`src/rtl/delta_backprop_pkg.sv`:
```
// Shared fixed-point helpers and activation selector strings for the delta backprop stage.
package delta_backprop_pkg;

  localparam string ActRelu = "relu";
  localparam string ActNone = "none";

  // Q1.(WV-1): number of fractional bits removed after a WV x WV product.
  function automatic int unsigned frac_bits(input int unsigned wv);
    return wv - 1;
  endfunction

  function automatic int unsigned cnt_width(input int unsigned n);
    return (n > 1) ? $clog2(n) : 1;
  endfunction

  // One bit above 2*WV-1+clog2(NC) so that (-2^(WV-1))^2 terms summed NC times still fit.
  function automatic int unsigned acc_width(input int unsigned wv, input int unsigned nc);
    return 2 * wv + $clog2(nc);
  endfunction

endpackage

```
`src/rtl/delta_backprop_lane.sv`:
```
// One output lane: serial MAC over the reduction index, then shift, saturate and ReLU gate.
module delta_backprop_lane
  import delta_backprop_pkg::*;
#(
  parameter int unsigned WV   = 8,
  parameter int unsigned WA   = 2 * WV,
  parameter bit          Relu = 1'b1
) (
  input  logic                 iCLK,
  input  logic                 iRST,
  input  logic                 clr,
  input  logic                 en,
  input  logic                 fin,
  input  logic signed [WV-1:0] w,
  input  logic signed [WV-1:0] d1,
  input  logic signed [WV-1:0] y0,
  output logic        [WV-1:0] data
);

  localparam logic signed [WA-1:0] SatMax = WA'((1 << frac_bits(WV)) - 1);
  localparam logic signed [WA-1:0] SatMin = ~SatMax;

  logic signed [2*WV-1:0] prod;
  logic signed [WA-1:0]   acc_q;
  logic signed [WA-1:0]   acc_sum;
  logic signed [WA-1:0]   shifted;
  logic        [WV-1:0]   sat_val;
  logic        [WV-1:0]   gated;
  logic        [WV-1:0]   data_q;

  assign prod    = w * d1;
  assign acc_sum = acc_q + WA'(prod);
  // Arithmetic shift floors toward -inf.
  assign shifted = acc_sum >>> frac_bits(WV);

  always_comb begin
    if (shifted > SatMax) begin
      sat_val = SatMax[WV-1:0];
    end else if (shifted < SatMin) begin
      sat_val = SatMin[WV-1:0];
    end else begin
      sat_val = shifted[WV-1:0];
    end
    gated = sat_val;
    if (Relu && (y0[WV-1] || (y0 == '0))) begin
      gated = '0;
    end
  end

  always_ff @(posedge iCLK) begin
    if (iRST) begin
      acc_q  <= '0;
      data_q <= '0;
    end else begin
      if (clr) begin
        acc_q <= '0;
      end else if (en) begin
        acc_q <= acc_sum;
      end
      // fin coincides with the last en, so the final term is folded in via acc_sum.
      if (fin) begin
        data_q <= gated;
      end
    end
  end

  assign data = data_q;

endmodule

```
`src/rtl/delta_backprop.sv`:
```
// Backward-pass delta stage: delta0[p] = act'(y0[p]) * sum_c W[p][c]*delta1[c], NP lanes in parallel.
module delta_backprop
  import delta_backprop_pkg::*;
#(
  parameter int unsigned NP  = 4,
  parameter int unsigned NC  = 4,
  parameter int unsigned WV  = 4,
  parameter string       ACT = "relu"
) (
  input  logic                  iCLK,
  input  logic                  iRST,
  input  logic                  iValid_AS_Weight,
  output logic                  oReady_AS_Weight,
  input  logic [NP*NC*WV-1:0]   iData_AS_Weight,
  input  logic                  iValid_AS_Delta1,
  output logic                  oReady_AS_Delta1,
  input  logic [NC*WV-1:0]      iData_AS_Delta1,
  input  logic                  iValid_AS_State0,
  output logic                  oReady_AS_State0,
  input  logic [NP*WV-1:0]      iData_AS_State0,
  output logic                  oValid_BM_Delta0,
  input  logic                  iReady_BM_Delta0,
  output logic [NP*WV-1:0]      oData_BM_Delta0
);

  localparam int unsigned KW      = cnt_width(NC);
  localparam int unsigned WA      = acc_width(WV, NC);
  localparam bit          UseRelu = (ACT == ActRelu);

  typedef enum logic [1:0] {
    StIdle,
    StAcc,
    StOut
  } state_e;

  state_e                 state_q, state_d;
  logic   [KW-1:0]        k_q, k_d;
  logic                   valid_q, valid_d;
  logic   [NP*NC*WV-1:0]  w_q;
  logic   [NC*WV-1:0]     d1_q;
  logic   [NP*WV-1:0]     y0_q;
  logic                   accept;
  logic                   clr;
  logic                   en;
  logic                   fin;
  int                     k_idx;

  // Join: nothing is consumed unless all three operands are present at once.
  assign accept = ~iRST & (state_q == StIdle) &
                  iValid_AS_Weight & iValid_AS_Delta1 & iValid_AS_State0;

  assign oReady_AS_Weight = accept;
  assign oReady_AS_Delta1 = accept;
  assign oReady_AS_State0 = accept;
  assign oValid_BM_Delta0 = valid_q;

  always_comb begin
    state_d = state_q;
    k_d     = k_q;
    valid_d = valid_q;
    clr     = 1'b0;
    en      = 1'b0;
    fin     = 1'b0;
    unique case (state_q)
      StIdle: begin
        if (accept) begin
          clr     = 1'b1;
          k_d     = '0;
          state_d = StAcc;
        end
      end
      StAcc: begin
        en = 1'b1;
        if (k_q == KW'(NC - 1)) begin
          fin     = 1'b1;
          k_d     = '0;
          valid_d = 1'b1;
          state_d = StOut;
        end else begin
          k_d = k_q + 1'b1;
        end
      end
      StOut: begin
        if (valid_q && iReady_BM_Delta0) begin
          valid_d = 1'b0;
          state_d = StIdle;
        end
      end
      default: begin
        state_d = StIdle;
      end
    endcase
  end

  always_ff @(posedge iCLK) begin
    if (iRST) begin
      state_q <= StIdle;
      k_q     <= '0;
      valid_q <= 1'b0;
      w_q     <= '0;
      d1_q    <= '0;
      y0_q    <= '0;
    end else begin
      state_q <= state_d;
      k_q     <= k_d;
      valid_q <= valid_d;
      if (accept) begin
        w_q  <= iData_AS_Weight;
        d1_q <= iData_AS_Delta1;
        y0_q <= iData_AS_State0;
      end
    end
  end

  always_comb begin
    k_idx = int'(k_q);
  end

  for (genvar p = 0; p < NP; p++) begin : g_lane
    delta_backprop_lane #(
      .WV   (WV),
      .WA   (WA),
      .Relu (UseRelu)
    ) u_lane (
      .iCLK (iCLK),
      .iRST (iRST),
      .clr  (clr),
      .en   (en),
      .fin  (fin),
      .w    (w_q[(p * NC + k_idx) * WV +: WV]),
      .d1   (d1_q[k_idx * WV +: WV]),
      .y0   (y0_q[p * WV +: WV]),
      .data (oData_BM_Delta0[p * WV +: WV])
    );
  end

endmodule

```
`config.mk`:
```
export PLATFORM = sky130hd
export DESIGN_NAME = delta_backprop
export DESIGN_NICKNAME = d
export VERILOG_FILES = /design/src/rtl/delta_backprop_pkg.sv /design/src/rtl/delta_backprop_lane.sv /design/src/rtl/delta_backprop.sv
export SDC_FILE = /design/constraint.sdc
export NUM_CORES = 1
export LEC_CHECK = 0
export ABC_AREA = 1
export BUFFER_PORTS_ARGS = -buffer_cell sky130_fd_sc_hd__buf_4
export CORE_MARGIN = 2
export CORE_UTILIZATION = 50
export DETAILED_ROUTE_END_ITERATION = 7
export PLACE_DENSITY = 0.7
export SYNTH_ARGS = -nofsm -noshare
export SYNTH_HDL_FRONTEND = slang
export SYNTH_HIERARCHICAL = 1
export SYNTH_SLANG_ARGS = --single-unit
```
`constraint.sdc`:
```
create_clock -name iCLK -period 12.91 [get_ports iCLK]
set_clock_uncertainty 0.05 [all_clocks]
set_input_delay 1.291 -clock iCLK [delete_from_list [all_inputs] [get_ports iCLK]]
set_output_delay 1.291 -clock iCLK [all_outputs]
set_load 0.02 [all_outputs]
```
==> impl_metrics.toml, run 1 <==
[sta]
final_max_slew_viol_count = 0
max_freq_mhz = 179
tightestPinTransition_ns = 1.13
rsz0062_at_grt = "no"
slew_headroom = 0.245
fin_tns_setup_ns = 0
setup_viol_count_final = 0
final_hold_viol_count = 0
timing.final.ws_setup_ns = 7.33
period_needed_ns = 5.58
holdWs_ns = 0.412
fin_crit_sh = 0.432

[setup_path]
cp.arrival_ns = 5.90
r2r-start = "k_q[0]"
startpoint = "k_q[0]"
start_kind = "register"
reg2reg_depth = 19
regToRegSetupSlack_ns = 7.33
cp_max_fo = 42
crit_path_end_kind = "register"
reg2reg_to = "g_lane[1].u_lane/data[2]"
cp-endpoint = "g_lane[1].u_lane/data[2]"
crit_type = "register to register"
worstPathRequired_ns = 13.22

[cts]
tritoncts = "built"
clk_pin_slew_worst_paths_ns = 0.07
cts_resized = 0
clkLatencyLatePin_ns = 0.44
htreeDepth = 4
clock_sinks = 157
cts_buffers = 17
cts_buffer_depth = 2
cts_setup_buffers = 0
cts-root-buf = "clkbuf_16"
hold_buffers = 0

[final_layout]
multi_input_area_mm2 = 0.00664
n_antenna_cell = 0
fillers = 2042
seq_area_mm2 = 0.00314
fin_area_mm2 = 0.0128
post-route-util = 0.588
syn_to_final_growth_pct = 15.2
final_cells = 1951
final_nets = 1917
drive_gt1_frac = 0.128

[routing]
wirelength_um = 26700
dr.first_iter.drc_count = 619
drc = 0
viasPerCell = 5.03
vias = 9812
drt.antenna.violating_nets = 0
wl_per_cell_um = 13.7
firstDrtPassIters = 5

[run_status]
outcome = "finished clean"

[die]
chipHeight_um = 153
ios = 122
start_util = 0.510
fp-row-count = 54
dieArea_mm2 = 0.0235
core_mm2 = 0.0218
die_w_um = 153

[synthesis]
ys.flop_type = "dfxtp_1"
netlist_area_mm2 = 0.0111
ys_ff_latch = 157
synth-edff-count = 0
netlist.area_leader.share = 0.282
synth_area_leaders = "dfxtp_1, nand2_1, fa_1"
yosys_warnings = 6
seq_area_frac_synth = 0.282
synth_top_cell_by_area = "dfxtp_1"
synth_fp_nets = 1820
synth_commonest_cells = "nand2_1, inv_1, dfxtp_1"
yosysMostFrequentCell = "nand2_1"
syn_inst = 1561
ys_types = 33
avgSynthCellArea_um2 = 7.14
async_flop_share = 0

[global_routing]
use_met1 = 0.320
use_met3 = 0.0337
gr-max-usage-layer = "met2"
overflow = 0
grt_pass1_vias = 9271
met2_usage = 0.375
track_usage = 0.230
antenna_found_initial = 0
grt_pass1_wl_um = 44500
grt_max_degree = 102

[flow_run]
maxCapViolations = 0

[placement]
post-place-cells = 1919
dpl_cell_area_mm2 = 0.0122
gp_congestion = 0.848
io_buffers = 121
hpwlAfterDp_um = 20300
dp_slack_ns = 7.38

[hold_path]
hp-class = "register to register"
hold_start = "w_q[43]"

[pwr]
irDropWorstVdd_uv = 72.6
power.density_mw_per_mm2 = 105
finalPower_mw = 1.35
cellLeakagePower_nw = 7.06
-- layout make-up --
cell class | instances | area share
clock inverter | 14 | 0.0131
multi-input combinational | 1057 | 0.518
timing repair buffer | 131 | 0.0767
clock buffer | 18 | 0.0342
inverter | 294 | 0.0860
tap | 280 | 0.0273
sequential | 157 | 0.245
-- how the worst min path moves through the flow --
stage               depth (start not counted)  slack (ns)                         to
global route                                2        0.43  g_lane[1].u_lane/acc_q[0]
detailed placement                          2        0.41                    w_q[26]
global placement                            2        0.40                    w_q[26]
floorplan                                   2        0.39                    w_q[36]
finish                                      2        0.41                    w_q[43]
CTS                                         2        0.42                    w_q[26]
-- routing by layer --
layer | vias to the layer above | share of wire
met5 | - | 0
met3 | 36 | 0.046
li1 | 5002 | -
met2 | 244 | 0.46
met4 | 0 | 0.018
met1 | 4530 | 0.48
-- registers in the layout, indices dropped and copies added, names as in the netlist --
| name | count |
|---|---|
| g_lane.u_lane/data | 16 |
| d1_q | 16 |
| y0_q | 16 |
| g_lane.u_lane/acc_q | 40 |
| state_q | 2 |
| k_q | 2 |
| oValid_BM_Delta0 | 1 |
| w_q | 64 |
-- cell usage in the layout, fill, tap and decap left out, types with 9 or more instances in the layout --
cell / count
xnor2_1: 12
nor2_1: 95
o21ai_0: 61
buf_4: 131
dfxtp_1: 157
o22ai_1: 19
nand2_1: 450
nand2_2: 14
a21oi_1: 52
fa_1: 72
clkbuf_16: 17
nand3_1: 132
inv_1: 286
nand3_2: 9
ha_1: 85
-- kinds of logic (layout without fill, tap and decap cells) --
family,after synthesis,in the layout,synth area share
flip-flops,157,157,0.282
AND/OR/NAND/NOR,724,724,0.272
adder cells (fa/ha/maj),157,157,0.225
XOR/XNOR,20,20,0.0184
buffers and inverters,347,457,0.124
AO/OA/AOI/OAI,156,156,0.0793
-- worst max-delay path, cell delays in order, from the launching register on --
cell and delay [ns]:
dfxtp_1 0.30, buf_4 0.24, inv_1 0.86, o21ai_0 0.16
o22ai_1 0.15, buf_4 0.24, inv_1 0.10, or2_2 0.30
fa_1 0.51, fa_1 0.52, fa_1 0.54, inv_1 0.06
fa_1 0.48, nand3_1 0.09, nand3_1 0.08, xor2_1 0.26
nand3_1 0.15, a21oi_2 0.19, nand2_1 0.07, a21oi_1 0.13
-- report_power, final --
group	leakage, nW	internal, mW	switching [mW]
clock	0.297	0.267	0.244
sequential	1.27	0.501	0.0113
combinational	5.49	0.121	0.205
(Power assumes the default switching activity.)
==> run 2: changes to the inputs <==
==> constraint.sdc (replaced) <==
create_clock -name iCLK -period 5.7 [get_ports iCLK]
set_clock_uncertainty 0.05 [all_clocks]
set_input_delay 0.57 -clock iCLK [delete_from_list [all_inputs] [get_ports iCLK]]
set_output_delay 0.57 -clock iCLK [all_outputs]
set_load 0.02 [all_outputs]
==> impl_metrics.toml, run 2 (synthesized netlist as in run 1, its figures left out) <==
[run_status]
outcome = "finished clean"

[final_layout]
n_antenna_cell = 0
drive_gt1_frac = 0.128
final_cell_mix = "nand2_1, inv_1, dfxtp_1, nand3_1, buf_4"
fillers = 2017
largest-register = "w_q"
reg.largest.list = "w_q: 64 flops, g_lane.u_lane/acc_q: 40 flops"
final_nets = 1919
largest_reg_flops = 64
multi_input_area_mm2 = 0.00663
fin_area_mm2 = 0.0128
seq_area_mm2 = 0.00314
syn_to_final_growth_pct = 15.2
final_cells = 1952
final_common_cell = "nand2_1"

[sta]
fin_crit_sh = 0.873
slew_headroom = 0.430
tightestPinTransition_ns = 0.855
max_freq_mhz = 201
timing.final.ws_setup_ns = 0.722
rsz0062_at_grt = "no"
fin_tns_setup_ns = 0
setup_viol_count_final = 0
period_needed_ns = 4.98
final_max_slew_viol_count = 0
final_hold_viol_count = 0

[cts]
hold_buffers = 0
clkLatencyLatePin_ns = 0.42
tritoncts = "built"
clk_pin_slew_worst_paths_ns = 0.07
clock_sinks = 157
cts_buffers = 17
cts_resized = 0
htreeDepth = 4
cts_setup_buffers = 0
cts_buffer_depth = 2
cts-root-buf = "clkbuf_16"

[routing]
wl_per_cell_um = 13.5
drc = 0
drt.antenna.violating_nets = 0
firstDrtPassIters = 5
vias = 9669
wirelength_um = 26400
dr.first_iter.drc_count = 490
viasPerCell = 4.95

[global_routing]
track_usage = 0.231
grt_max_degree = 84
grt_pass1_vias = 9472
overflow = 0
grt_pass1_wl_um = 44700
antenna_found_initial = 0

[setup_path]
worstPathRequired_ns = 6.00
crit_type = "register to register"
reg2reg_depth = 18
cp_max_fo = 20
crit_top_cell = "fa_1"
path_cells = "inv_1 > o21ai_0 > o22ai_1 > buf_4 > inv_1 > or2_2 > fa_1 > fa_1 > fa_1 > inv_1 > fa_1 > nand3_1 > nand3_1 > xor2_1 > nand3_1 > a21oi_2 > nand2_1 > a21oi_1"
slowest_stage = "fa_1"
critPathMaxStageDelay_ns = 0.54
crit_path_end_kind = "register"
start_kind = "register"
cp.arrival_ns = 5.28

[die]
ios = 122
start_util = 0.510
die_w_um = 153
chipHeight_um = 153
core_mm2 = 0.0218
fp-row-count = 54
dieArea_mm2 = 0.0235

[placement]
post-place-cells = 1921
dpl_cell_area_mm2 = 0.0122
dp_slack_ns = 0.829
gp_congestion = 0.869
hpwlAfterDp_um = 20400
io_buffers = 121

[pwr]
finalPower_mw = 3.05
irDropWorstVdd_uv = 154
power.density_mw_per_mm2 = 237
cellLeakagePower_nw = 7.05

[flow_run]
maxCapViolations = 0

[hold_path]
min_path_cells = 3
hp-class = "primary input to register"
run 2: cell types whose count changed in the layout (fill, tap and decap cells not counted), moves of 2 or more:
cell,delta
clkinvlp_4,+6
inv_8,-6
bufinv_16,+2
clkinv_8,-4
clkinv_4,-2
run 2: final cells by class:
| type | instances | area share |
|---|---|---|
| sequential | 157 | 0.245 |
| inverter | 294 | 0.0860 |
| clock inverter | 12 | 0.0106 |
| clock buffer | 19 | 0.0353 |
| multi-input combinational | 1057 | 0.517 |
| tap | 280 | 0.0273 |
| timing repair buffer | 133 | 0.0788 |
run 2: worst paths after layout:
kind	start	to	slack (ns)
worst max-delay path	k_q[1]	g_lane[1].u_lane/data[1]	0.72
worst min-delay path	iData_AS_Weight[45]	w_q[45]	0.29
worst max register to register	k_q[1]	g_lane[1].u_lane/data[1]	0.72
worst min register to register	d1_q[6]	d1_q[6]	0.41
run 2: worst max-delay path: cells and delay by family, from the launching register on:
| family | cells | cell delay, ns |
|---|---|---|
| fa+ha+maj | 4 | 2.07 |
| flops | 1 | 0.31 |
| buf+inv | 4 | 0.87 |
| simple gates | 5 | 0.68 |
| compound gates | 4 | 0.67 |
| xor+xnor | 1 | 0.26 |
run 2: power by group:
group          switching [mW]  internal [mW]
Sequential             0.0260           1.14
Clock                   0.479          0.668
Combinational           0.462          0.275
Total                   0.968           2.08
run 2: through the flow:
stage,util,hold WS (ns)
2_1_floorplan,-,0.389
3_3_place_gp,0.561,0.401
3_5_place_dp,0.561,0.407
4_1_cts,0.588,0.273
5_1_grt,0.588,0.277
6_report,0.588,0.288
run 2: per-layer routing:
layer	up-vias	wire, µm	track usage
met3	32	1380	0.0369
li1	5006	-	-
met1	4406	12700	0.323
met5	-	0	0
met4	0	409	0.0569
met2	225	11900	0.374
